`src/rtl/pf_ddr4_train_pkg.sv`:
```
// ---------------------------------------------------------------------------
// pf_ddr4_train_pkg
// Shared types and constants for the DDR4 DQSW write-leveling controller:
// FSM state encoding, failure codes and the DQS pulse pattern driven into
// the lane's TX/OE path.
// ---------------------------------------------------------------------------
package pf_ddr4_train_pkg;

  typedef enum logic [3:0] {
    ST_IDLE,
    ST_LOAD,
    ST_CLR,
    ST_PULSE,
    ST_WAIT,
    ST_SAMPLE,
    ST_EVAL,
    ST_STEP,
    ST_DONE,
    ST_FAIL
  } train_state_e;

  localparam logic [1:0] FAIL_NONE         = 2'b00;
  localparam logic [1:0] FAIL_NO_EDGE      = 2'b01;
  localparam logic [1:0] FAIL_OUT_OF_RANGE = 2'b10;

  localparam logic [1:0] DQS_PULSE_TX = 2'b01;
  localparam logic [1:0] DQS_PULSE_OE = 2'b11;
  localparam logic [1:0] DQS_IDLE     = 2'b00;

  // True while a training pass is actively driving the delay line, i.e. in
  // the states where an out-of-range report from the IOD must abort.
  function automatic logic oor_watched(input train_state_e s);
    return !((s == ST_IDLE) || (s == ST_LOAD) || (s == ST_DONE) || (s == ST_FAIL));
  endfunction

  // True from LOAD through STEP: the training pass owns the lane.
  function automatic logic train_active(input train_state_e s);
    return !((s == ST_IDLE) || (s == ST_DONE) || (s == ST_FAIL));
  endfunction

endpackage

```
`src/rtl/pf_ddr4_train_vote.sv`:
```
// ---------------------------------------------------------------------------
// pf_ddr4_train_vote
// Majority voter over SAMPLES feedback bits taken at one tap.
// Ports:
//   clk, rst_n  - clock, async active-low reset
//   clear       - zero the vote count (start of a tap)
//   sample_en   - accumulate bit_in this cycle
//   bit_in      - DQ feedback bit
//   fb          - 1 when strictly more than half of the samples were 1
// ---------------------------------------------------------------------------
module pf_ddr4_train_vote
  import pf_ddr4_train_pkg::*;
#(
  parameter int SAMPLES = 4
) (
  input  logic clk,
  input  logic rst_n,
  input  logic clear,
  input  logic sample_en,
  input  logic bit_in,
  output logic fb
);

  localparam int VW = $clog2(SAMPLES + 1);
  localparam logic [VW-1:0] VOTE_MAX  = VW'(SAMPLES);
  localparam logic [VW-1:0] VOTE_HALF = VW'(SAMPLES / 2);

  logic [VW-1:0] vote_q, vote_d;

  always_comb begin
    vote_d = vote_q;
    if (clear) begin
      vote_d = '0;
    end else if (sample_en && bit_in && (vote_q != VOTE_MAX)) begin
      // saturate so the count can never wrap back to a low value
      vote_d = vote_q + 1'b1;
    end
  end

  always_ff @(posedge clk or negedge rst_n) begin
    if (!rst_n) vote_q <= '0;
    else        vote_q <= vote_d;
  end

  assign fb = (vote_q > VOTE_HALF);

endmodule

```
`src/rtl/pf_ddr4_dqsw_train_ctrl.sv`:
```
// ---------------------------------------------------------------------------
// pf_ddr4_dqsw_train_ctrl
// Write-leveling (DQSW) training controller for one DDR4 lane. Fires single
// DQS pulses through the IOD, majority-votes the DQ feedback at each delay
// tap, and locks the first tap where feedback goes 0 -> 1.
//
// state  | meaning
// -------+---------------------------------------------------------------
// IDLE   | waiting for TRAIN_START
// LOAD   | reload delay line to static value, clear tap/vote/seen_zero
// CLR    | clear eye monitor flags
// PULSE  | drive one DQS pulse
// WAIT   | SETTLE_CYC cycles for feedback to return
// SAMPLE | accumulate RX_DATA[0] into the vote
// EVAL   | decide feedback for this tap
// STEP   | move delay line one tap, or fail at the last tap
// DONE   | tap locked, TAP_RESULT valid
// FAIL   | training failed, FAIL_CODE valid
//
// Ports:
//   FAB_CLK, ARST_N               clock, async active-low reset
//   TRAIN_START/BUSY/DONE/FAIL    sequencer handshake
//   FAIL_CODE, TAP_RESULT         result
//   DELAY_LINE_*                  IOD delay line control / status
//   EYE_MONITOR_CLEAR_FLAGS       IOD eye monitor clear pulse
//   TX_DATA, OE_DATA, ODT_EN      IOD DQS drive
//   RX_DATA                       DQ feedback (bit 0 used)
// ---------------------------------------------------------------------------
module pf_ddr4_dqsw_train_ctrl
  import pf_ddr4_train_pkg::*;
#(
  parameter int TAP_W      = 8,
  parameter int MAX_TAPS   = 128,
  parameter int SETTLE_CYC = 8,
  parameter int SAMPLES    = 4
) (
  input  logic             FAB_CLK,
  input  logic             ARST_N,
  input  logic             TRAIN_START,
  output logic             TRAIN_BUSY,
  output logic             TRAIN_DONE,
  output logic             TRAIN_FAIL,
  output logic [1:0]       FAIL_CODE,
  output logic [TAP_W-1:0] TAP_RESULT,
  output logic             DELAY_LINE_LOAD,
  output logic             DELAY_LINE_MOVE,
  output logic             DELAY_LINE_DIRECTION,
  input  logic             DELAY_LINE_OUT_OF_RANGE,
  output logic             EYE_MONITOR_CLEAR_FLAGS,
  output logic [1:0]       TX_DATA,
  output logic [1:0]       OE_DATA,
  output logic             ODT_EN,
  input  logic [1:0]       RX_DATA
);

  localparam int SW = $clog2(SAMPLES + 1);
  localparam int CW = $clog2(SETTLE_CYC + 1);
  localparam logic [TAP_W-1:0] TAP_LAST     = TAP_W'(MAX_TAPS - 1);
  localparam logic [SW-1:0]    SAMPLE_LAST  = SW'(SAMPLES - 1);
  localparam logic [CW-1:0]    SETTLE_START = CW'(SETTLE_CYC - 1);

  train_state_e     state_q, state_d;
  logic [TAP_W-1:0] tap_cnt_q, tap_cnt_d;
  logic             seen_zero_q, seen_zero_d;
  logic [SW-1:0]    sample_cnt_q, sample_cnt_d;
  logic [CW-1:0]    settle_q, settle_d;
  logic             done_q, done_d;
  logic             fail_q, fail_d;
  logic [1:0]       fail_code_q, fail_code_d;
  logic [TAP_W-1:0] tap_result_q, tap_result_d;

  logic       vote_clear;
  logic       vote_en;
  logic       vote_fb;
  logic       oor_hit;
  logic       load_pulse;
  logic       move_pulse;
  logic       clr_pulse;
  logic [1:0] tx_data;
  logic [1:0] oe_data;
  logic       rx_unused;

  assign rx_unused = RX_DATA[1];

  pf_ddr4_train_vote #(
    .SAMPLES (SAMPLES)
  ) u_vote (
    .clk       (FAB_CLK),
    .rst_n     (ARST_N),
    .clear     (vote_clear),
    .sample_en (vote_en),
    .bit_in    (RX_DATA[0]),
    .fb        (vote_fb)
  );

  always_comb begin
    state_d      = state_q;
    tap_cnt_d    = tap_cnt_q;
    seen_zero_d  = seen_zero_q;
    sample_cnt_d = sample_cnt_q;
    settle_d     = settle_q;
    done_d       = done_q;
    fail_d       = fail_q;
    fail_code_d  = fail_code_q;
    tap_result_d = tap_result_q;
    vote_clear   = 1'b0;
    vote_en      = 1'b0;
    load_pulse   = 1'b0;
    move_pulse   = 1'b0;
    clr_pulse    = 1'b0;
    tx_data      = DQS_IDLE;
    oe_data      = DQS_IDLE;
    oor_hit      = DELAY_LINE_OUT_OF_RANGE && oor_watched(state_q);

    case (state_q)
      ST_IDLE, ST_DONE, ST_FAIL: begin
        if (TRAIN_START) begin
          done_d       = 1'b0;
          fail_d       = 1'b0;
          fail_code_d  = FAIL_NONE;
          tap_result_d = '0;
          state_d      = ST_LOAD;
        end
      end
      ST_LOAD: begin
        load_pulse   = 1'b1;
        tap_cnt_d    = '0;
        seen_zero_d  = 1'b0;
        sample_cnt_d = '0;
        vote_clear   = 1'b1;
        state_d      = ST_CLR;
      end
      ST_CLR: begin
        clr_pulse = 1'b1;
        state_d   = ST_PULSE;
      end
      ST_PULSE: begin
        tx_data  = DQS_PULSE_TX;
        oe_data  = DQS_PULSE_OE;
        settle_d = SETTLE_START;
        state_d  = ST_WAIT;
      end
      ST_WAIT: begin
        if (settle_q == '0) state_d = ST_SAMPLE;
        else                settle_d = settle_q - 1'b1;
      end
      ST_SAMPLE: begin
        vote_en      = 1'b1;
        sample_cnt_d = sample_cnt_q + 1'b1;
        state_d      = (sample_cnt_q == SAMPLE_LAST) ? ST_EVAL : ST_PULSE;
      end
      ST_EVAL: begin
        if (!vote_fb) begin
          seen_zero_d = 1'b1;
          state_d     = ST_STEP;
        end else if (seen_zero_q) begin
          tap_result_d = tap_cnt_q;
          done_d       = 1'b1;
          state_d      = ST_DONE;
        end else begin
          // feedback already high before any low region: keep stepping
          state_d = ST_STEP;
        end
      end
      ST_STEP: begin
        if (tap_cnt_q == TAP_LAST) begin
          fail_d      = 1'b1;
          fail_code_d = FAIL_NO_EDGE;
          state_d     = ST_FAIL;
        end else begin
          move_pulse   = 1'b1;
          tap_cnt_d    = tap_cnt_q + 1'b1;
          sample_cnt_d = '0;
          vote_clear   = 1'b1;
          state_d      = ST_PULSE;
        end
      end
      default: state_d = ST_IDLE;
    endcase

    // Out-of-range overrides whatever the state decided this cycle,
    // including a lock in EVAL and a move in STEP.
    if (oor_hit) begin
      move_pulse   = 1'b0;
      done_d       = 1'b0;
      tap_result_d = tap_result_q;
      fail_d       = 1'b1;
      fail_code_d  = FAIL_OUT_OF_RANGE;
      state_d      = ST_FAIL;
    end
  end

  always_ff @(posedge FAB_CLK or negedge ARST_N) begin
    if (!ARST_N) begin
      state_q      <= ST_IDLE;
      tap_cnt_q    <= '0;
      seen_zero_q  <= 1'b0;
      sample_cnt_q <= '0;
      settle_q     <= '0;
      done_q       <= 1'b0;
      fail_q       <= 1'b0;
      fail_code_q  <= FAIL_NONE;
      tap_result_q <= '0;
    end else begin
      state_q      <= state_d;
      tap_cnt_q    <= tap_cnt_d;
      seen_zero_q  <= seen_zero_d;
      sample_cnt_q <= sample_cnt_d;
      settle_q     <= settle_d;
      done_q       <= done_d;
      fail_q       <= fail_d;
      fail_code_q  <= fail_code_d;
      tap_result_q <= tap_result_d;
    end
  end

  assign TRAIN_BUSY              = train_active(state_q);
  assign TRAIN_DONE              = done_q;
  assign TRAIN_FAIL              = fail_q;
  assign FAIL_CODE               = fail_code_q;
  assign TAP_RESULT              = tap_result_q;
  assign DELAY_LINE_LOAD         = load_pulse;
  assign DELAY_LINE_MOVE         = move_pulse;
  assign DELAY_LINE_DIRECTION    = train_active(state_q);
  assign EYE_MONITOR_CLEAR_FLAGS = clr_pulse;
  assign TX_DATA                 = tx_data;
  assign OE_DATA                 = oe_data;
  assign ODT_EN                  = !train_active(state_q);

endmodule

```
`config.mk`:
```
export PLATFORM = sky130hd
export DESIGN_NAME = pf_ddr4_dqsw_train_ctrl
export DESIGN_NICKNAME = d
export VERILOG_FILES = /design/src/rtl/pf_ddr4_train_pkg.sv /design/src/rtl/pf_ddr4_train_vote.sv /design/src/rtl/pf_ddr4_dqsw_train_ctrl.sv
export SDC_FILE = /design/constraint.sdc
export NUM_CORES = 1
export LEC_CHECK = 0
export CORE_ASPECT_RATIO = 1.5
export CORE_MARGIN = 2
export CORE_UTILIZATION = 58
export CTS_BUF_LIST = sky130_fd_sc_hd__clkbuf_16
export CTS_CLUSTER_DIAMETER = 80
export DETAILED_ROUTE_END_ITERATION = 6
export GPL_ROUTABILITY_DRIVEN = 0
export GPL_TIMING_DRIVEN = 0
export PLACE_DENSITY = 0.84
export SLEW_MARGIN = 10
export SYNTH_ARGS = -nofsm -noshare
export SYNTH_HDL_FRONTEND = slang
export SYNTH_SLANG_ARGS = --single-unit
```
`constraint.sdc`:
```
create_clock -name FAB_CLK -period 3.65 [get_ports FAB_CLK]
set_input_delay 1.095 -clock FAB_CLK [delete_from_list [all_inputs] [get_ports FAB_CLK]]
set_output_delay 1.095 -clock FAB_CLK [all_outputs]
set_load 0.05 [all_outputs]
```
== Yosys cells after proc, flatten, opt, wreduce, memory -nomap -nowiden ==
Index checks and enable logic that the tools add are counted.

* Register bits: 35
* Input bits: 6
* Output and inout port bits: 22

* $add $sub $neg: 4
* Order comparisons: 1
* Equal/unequal tests: 23
* Mux-type cells: 43
* Bitwise gates (word level): 1
* Reduce and logical (&&, ||, !) cells: 29

{| class="wikitable"
|+ Operators with widths
! cell !! count
|-
| 2-to-1 mux 8 bit || 4
|-
| one-hot mux 4 bit (8 select lines) || 1
|-
| one-hot mux 8 bit (2 select lines) || 2
|-
| 2-to-1 mux 4 bit || 7
|-
| != test 3 bit, second input constant || 6
|-
| == test 4 x 3 -> 1 bit, second input constant || 4
|-
| 2-to-1 mux 1 bit || 14
|-
| 2-to-1 mux 3 bit || 4
|-
| != test 2 bit, second input constant || 6
|-
| AND reduction 2 bit || 5
|-
| nonzero test 2 bit || 5
|-
| one-hot mux 3 bit (3 select lines) || 1
|-
| nonzero test 3 bit || 3
|-
| adder 8 x 1 -> 8 bit, second input constant || 1
|-
| == test 4 x 2 -> 1 bit, second input constant || 2
|-
| == test 4 bit, second input constant || 2
|-
| == test 8 x 7 -> 1 bit, second input constant || 1
|-
| zero test 4 bit || 2
|-
| 2-to-1 mux 2 bit || 4
|-
| one-hot mux 1 bit (2 select lines) || 4
|-
| one-hot mux 4 bit (2 select lines) || 1
|-
| adder 3 x 1 -> 3 bit, second input constant || 2
|-
| logical OR 1 bit || 5
|-
| AND reduction 5 bit || 1
|-
| other kinds (11) || 14
|}

== Logic depth before layout (Yosys ltp) ==
Gate-level depths: netlist of the first run.

* Depth after elaboration: 8
* Mapped depth: 6
* Gate-level depth less buffers: 6

== By module ==
From an unflattened synthesis of the first run, not the netlist that was laid out.

* Cell total of the unflattened synthesis: 207
* Area total of the unflattened synthesis: 1956.9 um^2

{| class="wikitable"
|+ Modules (own cells, without submodules)
! module !! instances !! cells each !! area an instance (um^2)
|-
| pf_ddr4_dqsw_train_ctrl || 1 || 186 || 1751.7
|-
| pf_ddr4_train_vote || 1 || 21 || 205.2
|}

== Least setup slack after synthesis of the first run ==
No wires, ideal clock.

* Path type: in2out
* Start: input DELAY_LINE_OUT_OF_RANGE
* End: output DELAY_LINE_MOVE
* Data arrival time: 1749 ps
* Required time: 2555 ps
* Setup slack: 806 ps
* Cell stages on the path: 1
* Cells stage by stage: nor2_1

* Cells in the longest elaborated chain, start to end: 2

{| class="wikitable"
|+ Ends and longest elaborated chain
! what !! line !! RTL
|-
| start: declaration || pf_ddr4_dqsw_train_ctrl.sv:48 || <nowiki>input logic DELAY_LINE_OUT_OF_RANGE,</nowiki>
|-
| logical AND 1 bit || pf_ddr4_dqsw_train_ctrl.sv:113 || <nowiki>oor_hit = DELAY_LINE_OUT_OF_RANGE && oor_watched(state_q);</nowiki>
|-
| 2-to-1 mux 1 bit || pf_ddr4_dqsw_train_ctrl.sv:183 || <nowiki>if (oor_hit) begin</nowiki>
|-
| end: declaration || pf_ddr4_dqsw_train_ctrl.sv:46 || <nowiki>output logic DELAY_LINE_MOVE,</nowiki>
|}

Every way passes these cells.

== Worst setup path in the final report of the first run ==
* Start: register state_q[3]
* End: output OE_DATA[1]

* Cells in the longest elaborated chain, start to end: 2

{| class="wikitable"
|+ Ends and longest elaborated chain
! what !! line !! RTL
|-
| start: declaration || pf_ddr4_dqsw_train_ctrl.sv:62 || <nowiki>train_state_e state_q, state_d;</nowiki>
|-
| start signal: assignment || pf_ddr4_dqsw_train_ctrl.sv:205 || <nowiki>state_q <= state_d;</nowiki>
|-
| == test 4 x 2 -> 1 bit || pf_ddr4_dqsw_train_ctrl.sv:115 || <nowiki>case (state_q)</nowiki>
|-
| 2-to-1 mux 2 bit || pf_ddr4_dqsw_train_ctrl.sv:115 ||
|-
| end: declaration || pf_ddr4_dqsw_train_ctrl.sv:51 || <nowiki>output logic [1:0] OE_DATA,</nowiki>
|}

Every way passes these cells.

==> summary.txt, run 1 <==
Run status
  • Status: finished, final reports clean

Drt
  • Routed Antenna Nets: 0
  • DR pass1 iterations: 4
  • DR WL/cell: 16.9 um
  • Final wirelength: 4420 um
  • Routed via count: 1576
  • Drt via density: 6.04
  • DR iter-0 viols: 55
  • DRC: 0

Logic synthesis
  • Area share of the largest cell type after synthesis: 45.2%
  • Mapped Avg Cell Area: 10.3 um^2
  • Synthesized area: 1940 um^2
  • EDFF count, synth: 0
  • Mapped Cells: 188
  • Post-synthesis mux area share: 1.55%
  • Post-synthesis xor/xnor area fraction: 1.81%
  • Synth Area in Simple Gates: 19.5%
  • Most common cell in the netlist: dfrtp_1
  • Main combinational cell family by area after synthesis: compound AO/OA/AOI/OAI gates
  • Async set or reset register ratio after synthesis: 100%
  • Synth Net Count: 201
  • Yosys reg bits: 35
  • Synth Area in Compound Gates: 20.9%
  • Sequential area share after synthesis: 45.2%
  • Synth area leader: dfrtp_1
  • Distinct cells, synth: 58
  • Top_reg_cell synth: dfrtp_1
  • Top cells by count, synth: dfrtp_1 (35), nand2_1 (12), nand3_1 (12), inv_1 (11), a22o_1 (10)
  • Top cells by area, synth: dfrtp_1 (45%), a22o_1 (4.5%), ha_1 (4.5%)
  • Yosys warns: 0
  • Synth Area in Adders: 4.52%

Clock network
  • Clock Sink Count: 35
  • Worst skew pair latency: 280 ps
  • Clk slew on worst S/H paths: 50 ps
  • CTS Buffer Depth: 2
  • CTS Buf Count: 5
  • Depth of the CTS H-tree: 2
  • Clk root buf: clkbuf_16
  • CTS tree: done

Final layout
  • Fillers: 209
  • Share of layout cells above drive strength 1: 15.4%
  • Post-Layout Cell Count: 261
  • Final Core Density: 76.0%
  • Area Growth Syn to Fin: 23.9%
  • N_diodes: 0
  • NumNets Final: 233

Critical path
  • Worst setup EP type: primary output
  • WP data arrival: 2420 ps
  • Setup crit start: state_q[3]
  • Type of origin of the critical path: flop
  • Setup Crit Path Kind: flop to primary output
  • Req. time, crit path: 2550 ps
  • Reg2reg setup slack: 1810 ps
  • Reg2reg start: settle_q[0]
  • CP max FO: 10
  • R2R cell count: 6
  • Worst r2r dst: state_q[3]

Pwr
  • Pleak: 1.12 nW
  • Clock Power Share: 26.5%
  • Gate power share: 45.8%
  • PD cells: 754 nW/um^2
  • Psw: 0.748 mW
  • Int Power: 1.06 mW
  • Sw Ratio: 41.3%
  • Seq pwr share: 27.7%
  • Maximum vdd drop: 449 uV

STA
  • Ratio of final minimum period to clock period: 96.2%
  • Final hold vios: 0
  • Fin crit period: 3510 ps
  • Final setup violation count: 0
  • Fin Setup TNS: 0 ps
  • Final Max Slew Viols: 0
  • Maximum clock rate: 285 MHz
  • Worst Clk Skew: 1.52 ps
  • Worst rel slew slack: 47.6%
  • Tightest Pin Transition: 786 ps
  • RSZ-0062 raised after global routing: no
  • Setup ws final: 139 ps

Floorplan
  • Top-Level Pins: 28
  • Row cnt: 25
  • Die Wd: 51.2 um
  • Die area: 3830 um^2
  • CORE AREA: 3160 um^2
  • Die H: 74.8 um
  • Initial core utilization: 61.4%

Hold path
  • Worst Hold Path EP: settle_q[0]
  • Class of the most critical hold timing path: flop to flop
  • Worst Hold Depth: 1
  • Hold path start: settle_q[0]

GRT
  • Vias in the first global route: 1565
  • Initial antenna violation count: 0
  • Aggregate global routing overflow: 0
  • GRT Overall Usage: 25.7%
  • Largest net degree at the start of global routing: 36
  • First-pass GRT wire length: 7290 um

Place
  • Port Buf Inserts: 25
  • Cell Count Post-Placement: 253
  • Placement Setup Slack: -30.0 ps
  • DP Wirelength: 3110 um

Run
  • Max_cap viols: 0
kinds of logic after synthesis:
group / count (synthesis)
xor gates and xnor gates: 4
adders and majority gates: 7
buffers and inverters: 22
AOI/OAI and AO/OA: 51
muxes: 3
DFF: 35
other: 1
and+or+nand+nor: 65
power groups by stage:
stage	Combinational (mW)	Sequential, mW	Clock (mW)
after floorplan	0.548	0.551	0
after global placement	0.800	0.502	0
after detailed placement	0.821	0.507	0
after CTS	0.830	0.501	0.485
after global routing	0.889	0.509	0.500
final	0.830	0.501	0.480
routing by layer:
metal	global-route usage, %	routed length [um]
met3	5.75	255
met2	47.6	2450
met1	27.7	1600
met5	0	0
met4	11.7	112
worst max-delay path, stage by stage (launching register included):
cell and delay (ps):
dfrtp_1 400, buf_6 150, nor2_1 170, and3_1 170, clkbuf_1 280, buf_4 170, clkdlybuf4s50_1 790
sequential cells by signal (all words and copies together) (netlist names):
name,count
FAIL_CODE,2
TAP_RESULT,8
TRAIN_DONE,1
TRAIN_FAIL,1
sample_cnt_q,3
seen_zero_q,1
settle_q,4
state_q,4
tap_cnt_q,8
u_vote.vote_q,3
layout by cell type, fill, tap and decap left out, drive strengths merged, types with 2 or more instances in the layout:
master	count
clkbuf	7
o31ai	2
xnor2	2
nor4b	2
nand2	12
a21boi	3
a22o	10
clkinv	2
nor3	5
a21o	2
nand3	12
nor2b	4
a21oi	4
o22a	3
inv	11
xor2	2
nand2b	5
nand4	3
dfrtp	35
clkdlybuf4s50	23
o21a	3
nor2	11
buf	10
mux2i	3
or2	2
o21ai	10
and3	2
a31oi	4
ha	7
per-stage QoR:
stage / hold slack [ps] / power [mW] / cell area (um^2)
2_1_floorplan: 450 / 1.10 / 1940
4_1_cts: 507 / 1.82 / 2400
3_3_place_gp: 464 / 1.30 / 2240
3_5_place_dp: 490 / 1.33 / 2230
6_report: 502 / 1.81 / 2400
5_1_grt: 524 / 1.90 / 2400
cell type report:
class,instances,area [um^2],area share (%)
Buffer,11,82.6,3.44
Clock buffer,5,125,5.21
Timing Repair Buffer,25,244,10.2
Clock inverter,3,43.8,1.82
Inverter,11,41.3,1.72
Tap cell,40,50.0,2.08
Multi-Input combinational cell,131,940,39.1
Sequential cell,35,876,36.5
worst max-delay path by stage:
| stage | depth (start not counted) | to |
|---|---|---|
| floorplan | 1 | DELAY_LINE_MOVE |
| global placement | 3 | DELAY_LINE_MOVE |
| detailed placement | 3 | DELAY_LINE_MOVE |
| CTS | 6 | OE_DATA[1] |
| global route | 6 | OE_DATA[1] |
| finish | 6 | OE_DATA[1] |
repair_timing:
item                       in CTS  in global routing
buffers inserted                0                  0
gates resized for setup         1                  0
setup endpoints to repair       1                  0
hold buffers                    0                  0
No activity file was read; power rests on OpenSTA's default activity.
==> run 2, diff against run 1 <==
Settings changed: CTS_CLUSTER_SIZE from default to 14, HOLD_SLACK_MARGIN from default to 0.03.
==> results of run 2 <==
The final DEF is identical to that of run 1; final timing and power are the same.
